`config.mk`:
```
export PLATFORM = sky130hd
export DESIGN_NAME = rf_write_port_arbiter
export DESIGN_NICKNAME = d
export VERILOG_FILES = /design/src/rtl/rf_write_port_arbiter.sv
export SDC_FILE = /design/constraint.sdc
export NUM_CORES = 1
export LEC_CHECK = 0
export CAP_MARGIN = 20
export CORE_MARGIN = 1.5
export CORE_UTILIZATION = 25
export DETAILED_ROUTE_END_ITERATION = 6
export PLACE_DENSITY = 0.44
export SYNTH_ARGS = -nofsm -noshare
export SYNTH_HDL_FRONTEND = slang
export SYNTH_SLANG_ARGS = --single-unit
```
`constraint.sdc`:
```
create_clock -name clk -period 3.22 [get_ports clk]
set_input_delay 0.966 -clock clk [delete_from_list [all_inputs] [get_ports clk]]
set_output_delay 0.966 -clock clk [all_outputs]
set_load 0.02 [all_outputs]
```
`src/rtl/rf_write_port_arbiter.sv`:
```
// Arbitrates the single register-file write port between in-order writeback and
// a small FIFO of long-latency results, with a starvation guard for the FIFO.
module rf_write_port_arbiter #(
  parameter int DATA_W       = 16,
  parameter int IDX_W        = 5,
  parameter int DEPTH        = 2,
  parameter int STARVE_LIMIT = 4
) (
  input  logic                     clk,
  input  logic                     rst,
  input  logic [IDX_W-1:0]         wb_index,
  input  logic [DATA_W-1:0]        wb_data,
  input  logic                     wb_en,
  output logic                     wb_stall,
  input  logic                     lu_valid,
  input  logic [IDX_W-1:0]         lu_index,
  input  logic [DATA_W-1:0]        lu_data,
  output logic                     lu_ready,
  output logic [$clog2(DEPTH):0]   fifo_count,
  output logic [IDX_W-1:0]         write_index_rf,
  output logic [DATA_W-1:0]        write_data_rf,
  output logic                     write_en_rf
);
  localparam int PTR_W = $clog2(DEPTH);
  localparam int CNT_W = PTR_W + 1;
  localparam int STV_W = $clog2(STARVE_LIMIT + 1);
  localparam int ENT_W = IDX_W + DATA_W;
  localparam logic [CNT_W-1:0] DEPTH_C = CNT_W'(DEPTH);
  localparam logic [STV_W-1:0] LIMIT_C = STV_W'(STARVE_LIMIT);

  // Handshake: an lu result is taken on a cycle where lu_valid && lu_ready;
  // writeback is taken when wb_en && !wb_stall, otherwise it holds its inputs.

  logic [ENT_W-1:0]  mem_q [DEPTH];
  logic [ENT_W-1:0]  mem_d [DEPTH];
  logic [PTR_W-1:0]  wr_ptr_q, wr_ptr_d;
  logic [PTR_W-1:0]  rd_ptr_q, rd_ptr_d;
  logic [CNT_W-1:0]  count_q, count_d;
  logic [STV_W-1:0]  starve_q, starve_d;
  logic              en_q, en_d;
  logic [IDX_W-1:0]  idx_q, idx_d;
  logic [DATA_W-1:0] data_q, data_d;

  logic             fifo_ne;
  logic             grant_fifo;
  logic             grant_wb;
  logic             enq;
  logic [ENT_W-1:0] head;

  always_comb begin
    fifo_ne    = (count_q != '0);
    lu_ready   = (count_q < DEPTH_C);
    grant_fifo = fifo_ne && (!wb_en || (starve_q == LIMIT_C));
    grant_wb   = wb_en && !grant_fifo;
    wb_stall   = wb_en && grant_fifo;
    enq        = lu_valid && lu_ready;
    head       = mem_q[rd_ptr_q];

    mem_d    = mem_q;
    wr_ptr_d = wr_ptr_q;
    rd_ptr_d = rd_ptr_q;
    if (enq) begin
      mem_d[wr_ptr_q] = {lu_index, lu_data};
      wr_ptr_d        = wr_ptr_q + PTR_W'(1);
    end
    if (grant_fifo) begin
      rd_ptr_d = rd_ptr_q + PTR_W'(1);
    end

    case ({enq, grant_fifo})
      2'b10:   count_d = count_q + CNT_W'(1);
      2'b01:   count_d = count_q - CNT_W'(1);
      default: count_d = count_q;
    endcase

    // Counts writeback wins only while something is waiting in the FIFO.
    if (grant_fifo || !fifo_ne) begin
      starve_d = '0;
    end else if (grant_wb && (starve_q != LIMIT_C)) begin
      starve_d = starve_q + STV_W'(1);
    end else begin
      starve_d = starve_q;
    end

    en_d   = grant_fifo || grant_wb;
    idx_d  = idx_q;
    data_d = data_q;
    if (grant_fifo) begin
      {idx_d, data_d} = head;
    end else if (grant_wb) begin
      idx_d  = wb_index;
      data_d = wb_data;
    end
  end

  always_ff @(posedge clk or posedge rst) begin
    if (rst) begin
      mem_q    <= '{default: '0};
      wr_ptr_q <= '0;
      rd_ptr_q <= '0;
      count_q  <= '0;
      starve_q <= '0;
      en_q     <= 1'b0;
      idx_q    <= '0;
      data_q   <= '0;
    end else begin
      mem_q    <= mem_d;
      wr_ptr_q <= wr_ptr_d;
      rd_ptr_q <= rd_ptr_d;
      count_q  <= count_d;
      starve_q <= starve_d;
      en_q     <= en_d;
      idx_q    <= idx_d;
      data_q   <= data_d;
    end
  end

  assign fifo_count     = count_q;
  assign write_en_rf    = en_q;
  assign write_index_rf = idx_q;
  assign write_data_rf  = data_q;

endmodule

```
Word-level counts from Yosys, hierarchy flattened
Index checks and enable logic that the tools add are counted.
{ "totals": {"regBits": 71, "word_cells": 53, "inputBits": 46, "output_inout_bits": 26} }
{ "op_classes": {"n_eq_ne": 4, "magnitude_cmp": 4, "bitwise": 2, "n_addsub": 5, "n_mux": 13, "reduce_logical": 16} }
{ "ops": {"columns": ["op", "count"], "rows": [
  ["21-bit 2-to-1 mux", 4],
  ["42-bit bitwise mux", 1],
  ["16-bit 2-to-1 mux", 2],
  ["21-bit demux with 1-bit select", 1],
  ["5-bit 2-to-1 mux", 2],
  ["2-bit nonzero test", 4],
  ["1-bit logical AND", 6],
  ["3-bit 2-to-1 mux", 2],
  ["2-bit >= comparator, second input constant", 2],
  ["1-bit inverter with 2-bit output", 2],
  ["2-bit case mux with 2 select lines", 1],
  ["3-bit by 1-bit adder with 3-bit output, second input constant", 1],
  ["3-bit == test, second input constant", 1],
  ["1-bit zero test", 3],
  ["1-bit logical OR", 3],
  ["3-bit inequality test, second input constant", 1],
  ["1-bit adder, second input constant", 2],
  ["2-bit by 1-bit adder with 2-bit output, second input constant", 1],
  ["2-bit by 1-bit == test with 1-bit output, second input constant", 1],
  ["2-bit == test, second input constant", 1],
  ["2-bit by 1-bit less-than comparator with 1-bit output, second input constant", 1],
  ["2-bit less-than comparator, second input constant", 1],
  ["2-bit by 1-bit subtractor with 2-bit output, second input constant", 1]
]} }

Logic depth before layout (Yosys ltp)
Gate-level depths: netlist of the first run.
{ "logic_depth": {"depth_word": 8, "mapped_depth": 9, "depth_no_buf": 8} }

Worst setup path after synthesis of the first run
No wires, ideal clock.
{ "synth_timing": {"path_type": "input-to-output", "startpoint": "input port wb_en", "endpoint": "output port wb_stall", "path_buffers": 1, "cell_stages": 3, "t_required_ns": 2.254, "t_arrival_ns": 1.620, "slack_ns": 0.634, "path_cell_list": "a21oi_4 buf_4 and2_1"} }
{ "synth_via": {"elab_chain_cells": 4} }
{ "synth_lines": {"columns": ["element", "line", "rtl"], "rows": [
  ["start: declaration", "13", "input logic wb_en,"],
  ["1-bit zero test", "53", "grant_fifo = fifo_ne && (!wb_en || (starve_q == LIMIT_C));"],
  ["1-bit logical OR", "53", null],
  ["1-bit logical AND", "53", null],
  ["via grant_fifo", "45", "logic grant_fifo;"],
  ["1-bit logical AND", "55", "wb_stall = wb_en && grant_fifo;"],
  ["end: declaration", "14", "output logic wb_stall,"]
]} }
The timed path passes the listed nets, and every way through them passes these cells.

Worst setup path in the final report of the first run
{ "layout_timing": {"startpoint": "input port wb_en", "endpoint": "output port wb_stall"} }
{ "layout_via": {"elab_chain_cells": 4} }
{ "layout_lines": {"columns": ["element", "line"], "rows": [
  ["1-bit zero test", "53"],
  ["1-bit logical OR", "53"],
  ["1-bit logical AND", "53"],
  ["1-bit logical AND (*)", "55"]
]} }
Mark *: on every way between the ends. The rest lies on a longest branch, timed or not.

==> results.md, run 1 <==
- Setup TNS: 0 ns
- Layout Cells excl Fill: 492
- Final HPWL DP: 4.973 mm
- Clock Skew: about 0.0070 ns
- Setup crit start kind: input port
- Fmax: around 330 MHz
- MaxCap Viol Count: 0
- WP data arrival: about 2.0 ns
- Fraction of layout cells with a size suffix above 1: between 20% and 30%
- Hold WC Path Type: register to register
- Number of global-route vias before repair: about 2,200
- Pin count of the biggest net entering global routing: 40
- Worst R2R Path Depth: 8
- Core ar.: ~0.013 mm2
- Fin. max-slew vios: 0
- Commonest non-fill, non-tap cells in the layout: dfrtp_1, clkdlybuf4s50_1, inv_1, nor2_1, mux2_1
- Worst R2R Setup Slack: between 1 and 1.5 ns
- Die Area: about 0.014 mm2
- Worst Setup Path Type: input port to output port
- Initial DRT Pass Iterations: 4
- CTS H-tree depth: 3
- Area growth syn-to-layout: 36.99%
- Port-buffer cells: 71
- CP Max Fanout: 3
- Die Ht: around 120 um
- Hold path cells: 1
- CTS tree: yes
- GRT Total Usage: 11.66%
- Antenna-violating nets left: 0
- Gate Count Post-Synth: approximately 240
- Final worst slack: between 0.2 and 0.25 ns
- Ys Warns: 0
- Tmin final: around 3 ns
- Register bit total from synthesis: roughly 70
- Crit path required time: 2.25 ns
- Hold Path Sink: starve_q[0]
- Max transition margin: 56.71%
- VDD IR max: ~0.32 mV
- Antenna violations before repair: 0
- FP Rows: 41
- Worst r2r src: starve_q[0]
- Skew-Pair Late Insertion Delay: 0.32 ns
- Netlist cell types: 25
- Via density per instance: approximately 4.2
- Worst hold slack: 0.4644 ns
- Total gr overflow: 0
- Clock tree buffer depth: 2
- Remaining DRCs: 0
- Leakage: ~1.9 nW
- CTS root buf: clkbuf_16
- DR WL/cell: between 10 and 15 um
- Area of the multi-input gates: around 0.0013 mm2
- Mapped Nets: 287
- Mapped cell area: between 0.003 and 0.004 mm2
- CTS Buf Count: 9
- Initial Util: 25.60%
- Worst-Margin Slew: between 0.6 and 0.7 ns
- Register area: about 0.0018 mm2
- Filler cells: 1,293
- First-pass GRT wire length: 11.72 mm
- Worst-path clk slew: around 0.05 ns
- Hold buffer count at CTS: 0
- DR iter-0 viols: 48
- Diode count: 0
- Routed WL: around 7.2 mm
- Min-delay src: starve_q[0]
- Routed via count: 2,086
- Placed cells: 478
- Final worst-path cycle share: between 90% and 100%
- Nets: 366
- Post-Syn Area per Cell: 13.57 um2
- Final setup vio count: 0
- Clock Sinks: 71
- Dpl ws: -0.05691 ns
- Most common cell after layout, fill and taps aside: dfrtp_1
- Tot Pwr: around 4.2 mW
- Unrepaired setup endpoints after global routing: no
- Pwr Density: between 900 and 1000 mW/mm2
- Die W: roughly 120 um
- IO Count: 72
- CP Capture Type: output port
- Post-synthesis sequential area ratio: between 50% and 60%
- Placer Congestion: 0.6332
- Final number of hold-violating endpoints: 0
- Run status: complete, no violations
- Terminus of the critical flop-to-flop path: fifo_count[1]
stage by stage:
stage,instance area (um2),utilization (%)
floorplan,3231,-
global placement,4140,32.81
detailed placement,4140,32.81
CTS,4425,35.07
global route,4425,35.07
finish,4425,35.07
report_power, final:
part           switching, mW  internal [mW]
logic                  0.769          0.864
registers              0.265           1.33
clock network          0.345          0.609
total                   1.38           2.81
flip-flops by register name, summed over array words and instances, names as in the netlist:
| signal | cells |
|---|---|
| mem_q | 42 |
| write_data_rf | 16 |
| write_index_rf | 5 |
| starve_q | 3 |
| fifo_count | 2 |
| rd_ptr_q | 1 |
| wr_ptr_q | 1 |
| write_en_rf | 1 |
Yosys cell counts, drive strengths merged:
library cell  count  share of area (%)
dfrtp            71                 55
mux2             42                 15
nor2             26                3.2
inv              25                2.9
mux2i            22                6.8
a221oi           21                9.6
buf              13                2.9
xnor2             4                1.1
ha                3                1.2
a21oi             1               0.50
and2              1               0.19
and4b             1               0.31
nand2             1               0.12
nand2b            1               0.19
nand3             1               0.15
nor3b             1               0.23
o21a              1               0.46
o21ai             1               0.15
or3               1               0.19
xor2              1               0.27
timing repair:
action / CTS / global route
setup buffers: 0 / 0
gates resized for setup: 1 / 0
setup endpoints to repair: 1 / 0
routing by layer:
layer	up-vias	share of wire, %	global-route usage [%]
met1	1049	43	14.58
li1	992	-	-
met3	7	2.8	3.217
met5	-	0	0
met2	38	53	20.04
met4	0	1.2	2.892
worst max-delay path by stage:
stage	from	end	slack, ns	cells past startpoint
floorplan	rst	fifo_count[0]	0.46	1
global placement	wb_en	wb_stall	-0.05	4
detailed placement	wb_en	wb_stall	-0.06	4
CTS	wb_en	wb_stall	0.21	4
global route	wb_en	wb_stall	0.17	4
finish	wb_en	wb_stall	0.22	4
worst max-delay path, cell delays in order:
cell and delay (ns):
clkdlybuf4s50_1 0.54, a21oi_4 0.07, and2_1 0.15, dlygate4sd2_1 0.31
final cells by class:
type | instances | area share, %
Clock buffer | 10 | 5.400
Clock inverter | 4 | 1.074
Sequential cell | 71 | 40.15
Multi-Input combinational cell | 129 | 28.64
Tap cell | 172 | 4.863
Timing Repair Buffer | 81 | 17.73
Inverter | 25 | 2.149
kinds of logic after synthesis:
| kind of cell | synth area share [%] |
|---|---|
| XOR/XNOR | 1.355 |
| adder cells (fa/ha/maj) | 1.162 |
| buffers and inverters | 5.771 |
| AND/OR/NAND/NOR | 4.570 |
| AO/OA/AOI/OAI | 10.69 |
| multiplexers | 21.46 |
| flip-flops | 55.00 |
No activity file was read; power rests on OpenSTA's default activity.
==> run 2: changes to the inputs <==
--- a/config.mk
+++ b/config.mk
@@ -9,6 +9,7 @@
 export CORE_MARGIN = 1.5
 export CORE_UTILIZATION = 25
 export DETAILED_ROUTE_END_ITERATION = 6
+export GPL_ROUTABILITY_DRIVEN = 0
 export PLACE_DENSITY = 0.44
 export SYNTH_ARGS = -nofsm -noshare
 export SYNTH_HDL_FRONTEND = slang
==> results of run 2 <==
The final DEF is identical to that of run 1; final timing and power are the same.
